<file path="config.mk">
export PLATFORM = sky130hd
export DESIGN_NAME = seg_scan_display
export DESIGN_NICKNAME = d
export VERILOG_FILES = /design/src/rtl/seg_scan_display.sv
export SDC_FILE = /design/constraint.sdc
export NUM_CORES = 1
export LEC_CHECK = 0
export BUFFER_PORTS_ARGS = -buffer_cell sky130_fd_sc_hd__clkbuf_2
export CORE_UTILIZATION = 61
export CTS_CLUSTER_SIZE = 25
export DETAILED_ROUTE_END_ITERATION = 7
export PLACE_DENSITY = 0.81
export SLEW_MARGIN = 0
export SYNTH_ARGS = -nofsm -noshare
export SYNTH_HDL_FRONTEND = slang
export SYNTH_SLANG_ARGS = --single-unit
</file>
<file path="constraint.sdc">
create_clock -name clk -period 2.9 [get_ports clk]
set_clock_uncertainty 0.05 [all_clocks]
set_input_delay 0.29 -clock clk [delete_from_list [all_inputs] [get_ports clk]]
set_output_delay 0.29 -clock clk [all_outputs]
set_load 0.05 [all_outputs]
</file>
<file path="src/rtl/seg_scan_display.sv">
// seg_scan_display: 8-digit multiplexed seven-segment controller for the
// ticket machine. A load pulse captures money, change, ticket type and count;
// both money values are converted to BCD by a sequential double-dabble, then
// the eight digit registers are refreshed in a single cycle so the display
// never shows a half-converted value. The digits are scanned onto an/sseg
// with leading-zero blanking, per-digit blink and per-digit decimal points.
module seg_scan_display #(
  parameter int VAL_W     = 8,
  parameter int SCAN_DIV  = 100000,
  parameter int BLINK_DIV = 250,
  parameter int BLANK_LZ  = 1
) (
  input  logic             clk,
  input  logic             rst,
  input  logic [VAL_W-1:0] money,
  input  logic [VAL_W-1:0] moneyReturn,
  input  logic [2:0]       ticketType,
  input  logic [2:0]       ticketCount,
  input  logic             load,
  input  logic [7:0]       blink_en,
  input  logic [7:0]       dp_in,
  output logic             busy,
  output logic [7:0]       an,
  output logic [7:0]       sseg
);

  localparam int CW = $clog2(VAL_W + 1);
  localparam int PW = $clog2(SCAN_DIV);
  localparam int BW = (BLINK_DIV > 1) ? $clog2(BLINK_DIV) : 1;
  localparam logic [CW-1:0] CNT_LAST   = CW'(VAL_W - 1);
  localparam logic [PW-1:0] PRESC_LAST = PW'(SCAN_DIV - 1);
  localparam logic [BW-1:0] BLINK_LAST = BW'(BLINK_DIV - 1);
  localparam logic          LZ_ON      = (BLANK_LZ != 0);

  typedef enum logic [1:0] {
    ST_IDLE,
    ST_CONV,
    ST_DONE
  } state_t;

  // Active-low segment pattern {g,f,e,d,c,b,a}; anything outside 0-9 is dark.
  function automatic logic [6:0] seg7(input logic [3:0] v);
    logic [6:0] p;
    case (v)
      4'd0:    p = 7'h40;
      4'd1:    p = 7'h79;
      4'd2:    p = 7'h24;
      4'd3:    p = 7'h30;
      4'd4:    p = 7'h19;
      4'd5:    p = 7'h12;
      4'd6:    p = 7'h02;
      4'd7:    p = 7'h78;
      4'd8:    p = 7'h00;
      4'd9:    p = 7'h10;
      default: p = 7'h7F;
    endcase
    return p;
  endfunction

  state_t           state_reg, state_next;
  logic             cap_en, shift_en, wr_en;
  logic [CW-1:0]    cnt_reg;

  // Channel 0 converts money, channel 1 converts moneyReturn.
  logic [VAL_W-1:0] bin_reg  [2];
  logic [11:0]      bcd_reg  [2];
  logic [11:0]      bcd_step [2];
  logic [2:0]       type_sh_reg, count_sh_reg;

  logic [3:0]       digit_reg [8];
  logic [7:0]       blank_vec;
  logic [6:0]       seg_pat [8];

  logic [PW-1:0]    presc_reg;
  logic             scan_tick;
  logic             active_reg;
  logic [2:0]       idx_reg;
  logic [BW-1:0]    blink_cnt_reg;
  logic             blink_phase_reg;
  logic [7:0]       an_reg, sseg_reg;

  // Conversion FSM state register.
  always_ff @(posedge clk or negedge rst) begin
    if (!rst) state_reg <= ST_IDLE;
    else      state_reg <= state_next;
  end

  // Next state and datapath strobes; busy covers CONV and the DONE write cycle.
  always_comb begin
    state_next = state_reg;
    cap_en     = 1'b0;
    shift_en   = 1'b0;
    wr_en      = 1'b0;
    busy       = 1'b0;
    case (state_reg)
      ST_IDLE: begin
        if (load) begin
          cap_en     = 1'b1;
          state_next = ST_CONV;
        end
      end
      ST_CONV: begin
        busy     = 1'b1;
        shift_en = 1'b1;
        if (cnt_reg == CNT_LAST) state_next = ST_DONE;
      end
      ST_DONE: begin
        busy       = 1'b1;
        wr_en      = 1'b1;
        state_next = ST_IDLE;
      end
      default: state_next = ST_IDLE;
    endcase
  end

  // One double-dabble step per channel: add 3 to units/tens nibbles >= 5,
  // then shift in the next binary bit. The hundreds nibble never exceeds 2
  // before the final shift (value <= 511), so it needs no correction.
  generate
    for (genvar gi = 0; gi < 2; gi++) begin : gen_dd
      logic [7:0] adj;
      for (genvar gj = 0; gj < 2; gj++) begin : gen_nib
        assign adj[4*gj +: 4] = (bcd_reg[gi][4*gj +: 4] >= 4'd5) ?
                                (bcd_reg[gi][4*gj +: 4] + 4'd3) :
                                bcd_reg[gi][4*gj +: 4];
      end
      assign bcd_step[gi] = {bcd_reg[gi][10:8], adj, bin_reg[gi][VAL_W-1]};
    end
  endgenerate

  // Shadow capture on load, then VAL_W shift steps with a step counter.
  always_ff @(posedge clk or negedge rst) begin
    if (!rst) begin
      for (int c = 0; c < 2; c++) begin
        bin_reg[c] <= '0;
        bcd_reg[c] <= '0;
      end
      type_sh_reg  <= '0;
      count_sh_reg <= '0;
      cnt_reg      <= '0;
    end else if (cap_en) begin
      bin_reg[0]   <= money;
      bin_reg[1]   <= moneyReturn;
      bcd_reg[0]   <= '0;
      bcd_reg[1]   <= '0;
      type_sh_reg  <= ticketType;
      count_sh_reg <= ticketCount;
      cnt_reg      <= '0;
    end else if (shift_en) begin
      for (int c = 0; c < 2; c++) begin
        bin_reg[c] <= bin_reg[c] << 1;
        bcd_reg[c] <= bcd_step[c];
      end
      cnt_reg <= cnt_reg + 1'b1;
    end
  end

  // Digit registers change only in the DONE cycle, all eight at once.
  always_ff @(posedge clk or negedge rst) begin
    if (!rst) begin
      for (int d = 0; d < 8; d++) digit_reg[d] <= '0;
    end else if (wr_en) begin
      digit_reg[7] <= {1'b0, type_sh_reg};
      digit_reg[6] <= {1'b0, count_sh_reg};
      digit_reg[5] <= bcd_reg[0][11:8];
      digit_reg[4] <= bcd_reg[0][7:4];
      digit_reg[3] <= bcd_reg[0][3:0];
      digit_reg[2] <= bcd_reg[1][11:8];
      digit_reg[1] <= bcd_reg[1][7:4];
      digit_reg[0] <= bcd_reg[1][3:0];
    end
  end

  // Per-digit segment pattern with leading-zero blanking of the money fields.
  generate
    for (genvar gi = 0; gi < 8; gi++) begin : gen_dec
      if (gi == 5 || gi == 2) begin : gen_hund
        assign blank_vec[gi] = LZ_ON && (digit_reg[gi] == 4'd0);
      end else if (gi == 4 || gi == 1) begin : gen_tens
        assign blank_vec[gi] = LZ_ON && (digit_reg[gi+1] == 4'd0) &&
                               (digit_reg[gi] == 4'd0);
      end else begin : gen_none
        assign blank_vec[gi] = 1'b0;
      end
      assign seg_pat[gi] = blank_vec[gi] ? 7'h7F : seg7(digit_reg[gi]);
    end
  endgenerate

  assign scan_tick = (presc_reg == PRESC_LAST);

  // Scan prescaler, digit index and blink phase. The first tick only enables
  // the outputs so the walk starts on digit 0.
  always_ff @(posedge clk or negedge rst) begin
    if (!rst) begin
      presc_reg       <= '0;
      active_reg      <= 1'b0;
      idx_reg         <= '0;
      blink_cnt_reg   <= '0;
      blink_phase_reg <= 1'b0;
    end else begin
      presc_reg <= scan_tick ? '0 : presc_reg + 1'b1;
      if (scan_tick) begin
        active_reg <= 1'b1;
        if (active_reg) idx_reg <= idx_reg + 3'd1;
        if (blink_cnt_reg == BLINK_LAST) begin
          blink_cnt_reg   <= '0;
          blink_phase_reg <= ~blink_phase_reg;
        end else begin
          blink_cnt_reg <= blink_cnt_reg + 1'b1;
        end
      end
    end
  end

  // Registered pin drive: one anode low, segments of that digit or dark when blinked.
  always_ff @(posedge clk or negedge rst) begin
    if (!rst) begin
      an_reg   <= 8'hFF;
      sseg_reg <= 8'hFF;
    end else if (!active_reg) begin
      an_reg   <= 8'hFF;
      sseg_reg <= 8'hFF;
    end else begin
      an_reg <= ~(8'd1 << idx_reg);
      if (blink_phase_reg && blink_en[idx_reg]) sseg_reg <= 8'hFF;
      else                                      sseg_reg <= {dp_in[idx_reg], seg_pat[idx_reg]};
    end
  end

  assign an   = an_reg;
  assign sseg = sseg_reg;

endmodule
</file>
Word level (Yosys, flattened, before mapping)

Memories as Yosys holds them, arrays and structs flattened.
Cells that the tools add are included.
Widths: inputs -> output; s select.

Logic and storage cells: 103
Memory bits (read-only): 896
Bits in latches: 0
Memories kept: 8
Flip-flop bits (word level): 128
Memory bits (writable): 0
Output and inout bits: 17
Input bits: 41

Memories:

| name            | depth | bits a word | read ports | clocked after memory_dff | wr ports | RTL line | text |
|---|---|---|---|---|---|---|---|
| (no name shown) | 16    | 7           | 1          | 0                        | 0        | 44       | `case (v)` |
| (no name shown) | 16    | 7           | 1          | 0                        | 0        | 44       |  |
| (no name shown) | 16    | 7           | 1          | 0                        | 0        | 44       |  |
| (no name shown) | 16    | 7           | 1          | 0                        | 0        | 44       |  |
| (no name shown) | 16    | 7           | 1          | 0                        | 0        | 44       |  |
| (no name shown) | 16    | 7           | 1          | 0                        | 0        | 44       |  |
| +2 memories     | n/a   | n/a         | n/a        | n/a                      | n/a      | n/a      |  |

Mux-type cells: 34
Shift-type cells: 1
Magnitude comparators: 6
Add/subtract/negate cells: 8
$mul: 0
Equal/unequal tests: 7
Reductions and logical operators: 13
Bitwise logic cells: 3
Divide/modulo/power cells: 0

Operators by type and width:

| kind                  | count |
|---|---|
| $mux 24               | 2 |
| $mux 7                | 6 |
| $mux 16               | 2 |
| $mux 8                | 4 |
| $mux 4                | 6 |
| $bmux 7 s3            | 1 |
| $add 17x1->17 const B | 1 |
| $eq 17x17->1 const B  | 1 |
| $mux 17               | 1 |
| $add 4x2->4 const B   | 4 |
| $ge 4x3->1 const B    | 4 |
| $logic_not 4->1       | 4 |
| $add 8x1->8 const B   | 1 |
| $eq 8x8->1 const B    | 1 |
| $not 8->8             | 1 |
| $shl 1x3->8 const A   | 1 |
| $mux 1                | 7 |
| $bmux 1 s3            | 2 |
| $reduce_and 2->1      | 3 |
| $add 4x1->4 const B   | 1 |
| $eq 4x3->1 const B    | 1 |
| $ge 4x4->1 const B    | 1 |
| $lt 3x4->1 const B    | 1 |
| $mux 2                | 2 |
| 11 further kinds      | 14 |

Longest topological paths before layout

Depth after elaboration: 8
Mapped depth: 7
Gate-level depth less buffers: 7

Worst setup path before layout

No wires, ideal clock.

Path type: reg-to-reg
Start: register idx_reg[0]
End: register sseg_reg[4], in the netlist sseg[4]
Data required time: 2.756 ns
Arrival time: 2.078 ns
Slack: 0.678 ns
Stages on the path, launching flop included: 7
Path buffers: 1
Cell sequence: dfrtp_1 > buf_6 > mux4_2 > mux2_4 > a21boi_4 > o31ai_1 > or4_1

Longest elaborated chain between the ends: 6
Elaborated cells between the ends (all ways): 9
Those cells by class: 7 x mux; 1 x bitwise; 1 x reduce/logical

Ends and longest elaborated chain:

| element                                    | RTL line | text |
|---|---|---|
| start: declaration                         | 77       | `logic [2:0] idx_reg;` |
| start signal: assignment                   | 204      | `if (active_reg) idx_reg <= idx_reg + 3'd1;` |
| $not 3->4 (not written as such)            | 226      | `else sseg_reg <= {dp_in[idx_reg], seg_pat[idx_reg]};` |
| $bmux 7 s3                                 | 226      |  |
| $mux 7 (not written as such) (2 in series) | 226      |  |
| $mux 8 (*)                                 | 225      | `if (blink_phase_reg && blink_en[idx_reg]) sseg_reg <= 8'hFF;` |
| $mux 8 (*)                                 | 220      | `end else if (!active_reg) begin` |
| end signal: assignment                     | 226      |  |
| end: declaration                           | 80       | `logic [7:0] an_reg, sseg_reg;` |

Every way passes the cells marked *; elsewhere a longest branch is shown, timed or not. The select of a mux whose other input is x is not followed.
A chain may end at the register's enable or synchronous reset.

Final worst setup path

Start: register digit_reg[21] (netlist name)
End: register sseg_reg[0], in the netlist sseg[0]

Longest elaborated chain between the ends: 8
Elaborated cells between the ends (all ways): 10
Those cells by class: 7 x mux; 2 x reduce/logical; 1 x memory

Ends and longest elaborated chain:

| element                                                              | RTL line | text |
|---|---|---|
| start: declaration                                                   | 70       | `logic [3:0] digit_reg [8];` |
| parallel branches: the longest is 3 deep, another holds $mem_v2 16x7 | n/a      |  |
| $bmux 7 s3 (*)                                                       | 226      |  |
| $mux 7 (not written as such) (*) (2 in series)                       | 226      |  |
| $mux 8 (*)                                                           | 225      |  |
| $mux 8 (*)                                                           | 220      |  |

Mark *: on every way between the ends. The select of a mux whose other input is x is not followed.

==> metrics <==
Max VDD drop=about 0.00067 V; Worst Hold End=bin_reg[1]$_DFFE_PN0P_; Clock Sink Count=roughly 130; post-place setup slack=0.609 ns; RSZ-0062 raised after global routing=false; Hold Buf Count CTS=1; Hold Path Depth=3; fin worst setup slack=0.561 ns; sequential share of the synthesized area=a little over two fifths; setup slack, reg-to-reg=0.56 ns; Tot GR Track Use=25.7%; critical path fanouts, max=6; antenna cells=0; setup TNS=0 ns; startpoint class of the critical path=register; # DRC=0; vias in the first global route=5734; initial core utilization=63.1%; hold_sp=moneyReturn[1]; final antenna-violating net count=0; total power draw=6320 uW; max-slew violation count=0; Post-CTS Setup Inserts=0; Slew @ Worst Pin=0.758 ns; share of layout cells above drive strength 1=16.5%; Cell variety after synth=63; drt wl/cell=15.1 um; maxcap violations=0; deepest clock path buffer count=2; Die Wd=approximately 110 um; PortBufs=57; core box area=~0.012 sq mm; Die H=114 um; Post-Syn Area=~0.0076 sq mm; number of flip-flops in the largest register=30; syn nets=910; final hold vios=0; row count=40; RD Place Congestion=0.868; relative slew slack=49.0%; number of flops mapped to enable cells by yosys=0; worst path required time=3.18 ns; Post-Place Cells=996; R2R depth=7; f_max=427 MHz; status=finished, final reports clean; htree depth=4; Final Util=71.6%; Clk Latency, worst-skew pair=0.43 ns; crit path time final=2.34 ns; Cell Pwr Density=728 mW/mm^2; yosys warns=0; layout net count=between 900 and 1000; Avg Cell Area, Syn=around 9.5 sq um; worst hold path class=in -> reg; Final setup viols=0; final wirelength=15500 um; worst r2r src=digit_reg[21]$_DFFE_PN0N_; TritonCTS Buffers=17; die area=0.0130 sq mm; DR vias/cell=between 5 and 6; CTS tree=built; pin count of the biggest net entering global routing=59; Finished Layout Cells=~1000; cell count after synthesis=just over 800; asr flop ratio synth=100%; I/O Pins=58; Root Driver=clkbuf_16; worst setup path class=reg -> reg; vias=slightly below 6000; RR Endpoint=sseg[0]$_DFF_PN1_; Clk pin slew, worst setup/hold paths=0.06 ns; Synth Flop Type=dfrtp_1; fillers=about 900; Tcrit/Tclk final=about four fifths; Area growth, synth to finish=13.4%; DRT Pass-1 Iters=6; Worst Setup End Kind=register; FF+latch count, synth=128; global-route wire length before repair=26500 um; P_leak=0.00383 uW; GRT Residual Overflow=0; hpwl dp=10700 um; Post-CTS Resized=0; initial DRC count=438; initial antenna violation count=0; Critical Path AT=~2.6 ns
cell type report:
class | count | area, sq um | area share (%)
clock buffer | 21 | 450 | 5.20
clock inverter | 10 | 138 | 1.59
inverter | 40 | 150 | 1.73
multi-input combinational | 592 | 4090 | 47.2
sequential | 128 | 3220 | 37.2
tap | 168 | 210 | 2.42
timing repair buffer | 69 | 405 | 4.68
metrics by stage:
stage               hold WS (ns)  cell area [sq um]
floorplan                -0.0556               7650
global placement           0.339               8070
detailed placement         0.355               8070
CTS                      0.00958               8670
global route              0.0100               8670
finish                    0.0150               8670
worst max-delay path by stage:
stage                                    from  slack (ns)                end
finish              digit_reg[21]$_DFFE_PN0N_        0.56  sseg[0]$_DFF_PN1_
global placement       idx_reg[0]$_DFFE_PN0P_        0.64  sseg[4]$_DFF_PN1_
floorplan              idx_reg[0]$_DFFE_PN0P_        0.68  sseg[4]$_DFF_PN1_
global route        digit_reg[21]$_DFFE_PN0N_        0.32  sseg[0]$_DFF_PN1_
detailed placement     idx_reg[0]$_DFFE_PN0P_        0.61  sseg[4]$_DFF_PN1_
CTS                 digit_reg[21]$_DFFE_PN0N_        0.58  sseg[0]$_DFF_PN1_
synthesized netlist by cell type (3+ instances only):
library cell | number | area [sq um]
nand2b_1 | 31 | 194
dfrtp_1 | 112 | 2800
mux2_2 | 20 | 225
buf_1 | 7 | 26.3
a211oi_1 | 6 | 45.0
nand4_1 | 11 | 68.8
and3_1 | 6 | 37.5
inv_1 | 39 | 146
a31oi_1 | 9 | 56.3
o31ai_1 | 6 | 45.0
and2_1 | 6 | 37.5
nand3_1 | 28 | 140
o21a_1 | 4 | 30.0
o211ai_1 | 15 | 113
mux2i_1 | 33 | 330
xnor2_1 | 19 | 166
ha_1 | 62 | 776
dfstp_2 | 16 | 420
o2111ai_1 | 4 | 35.0
nand2_1 | 84 | 315
o311ai_0 | 3 | 26.3
nor3_1 | 13 | 65.1
nor2b_1 | 10 | 62.6
xor2_1 | 9 | 78.8
clkbuf_1 | 38 | 143
a21o_1 | 6 | 45.0
a21oi_1 | 35 | 175
o21ai_0 | 72 | 360
nor2_1 | 56 | 210
logic make-up after synthesis:
logic type / after synthesis / synth area share [%]
mux: 58 / 8.74
xor+xnor: 28 / 3.21
buf+inv: 87 / 4.38
fa+ha+maj: 62 / 10.1
compound gates: 181 / 14.7
simple gates: 263 / 16.7
flops: 128 / 42.1
report_power, final:
group	switching [uW]	total (uW)	leakage [uW]	internal, uW
sequential	317	2410	0.00167	2090
clock	774	2140	0.000283	1360
combinational	985	1770	0.00188	785
per-layer routing:
metal	GRT usage, %	wire [um]	up-vias
li1	-	-	2909
met1	33.8	7360	2842
met2	41.7	7310	149
met3	5.63	615	23
met4	9.87	262	0
met5	0	0	-
worst max-delay path: stages, from the launching register on:
cell and delay [ns]:
dfrtp_1 0.43, inv_1 0.16, ha_1 0.24, nor4bb_1 0.57
o211ai_1 0.25, nand2b_1 0.20, o2111a_1 0.13, o21ai_0 0.21
cell usage in the layout (no fill, tap or decap), drive strengths merged, types with 9 or more instances in the layout:
cell type  netlist  routed
a21oi           35      35
a31oi            9       9
buf              9      12
clkbuf          38      77
dfrtp          112     112
dfstp           16      16
ha              62      62
inv             39      39
mux2            21      21
mux2i           33      33
nand2           84      84
nand2b          31      31
nand3           28      28
nand4           11      11
nor2            56      56
nor2b           10      10
nor3            13      13
o211ai          15      15
o21ai           72      72
xnor2           19      19
xor2             9       9
No activity file was read; power rests on OpenSTA's default activity.
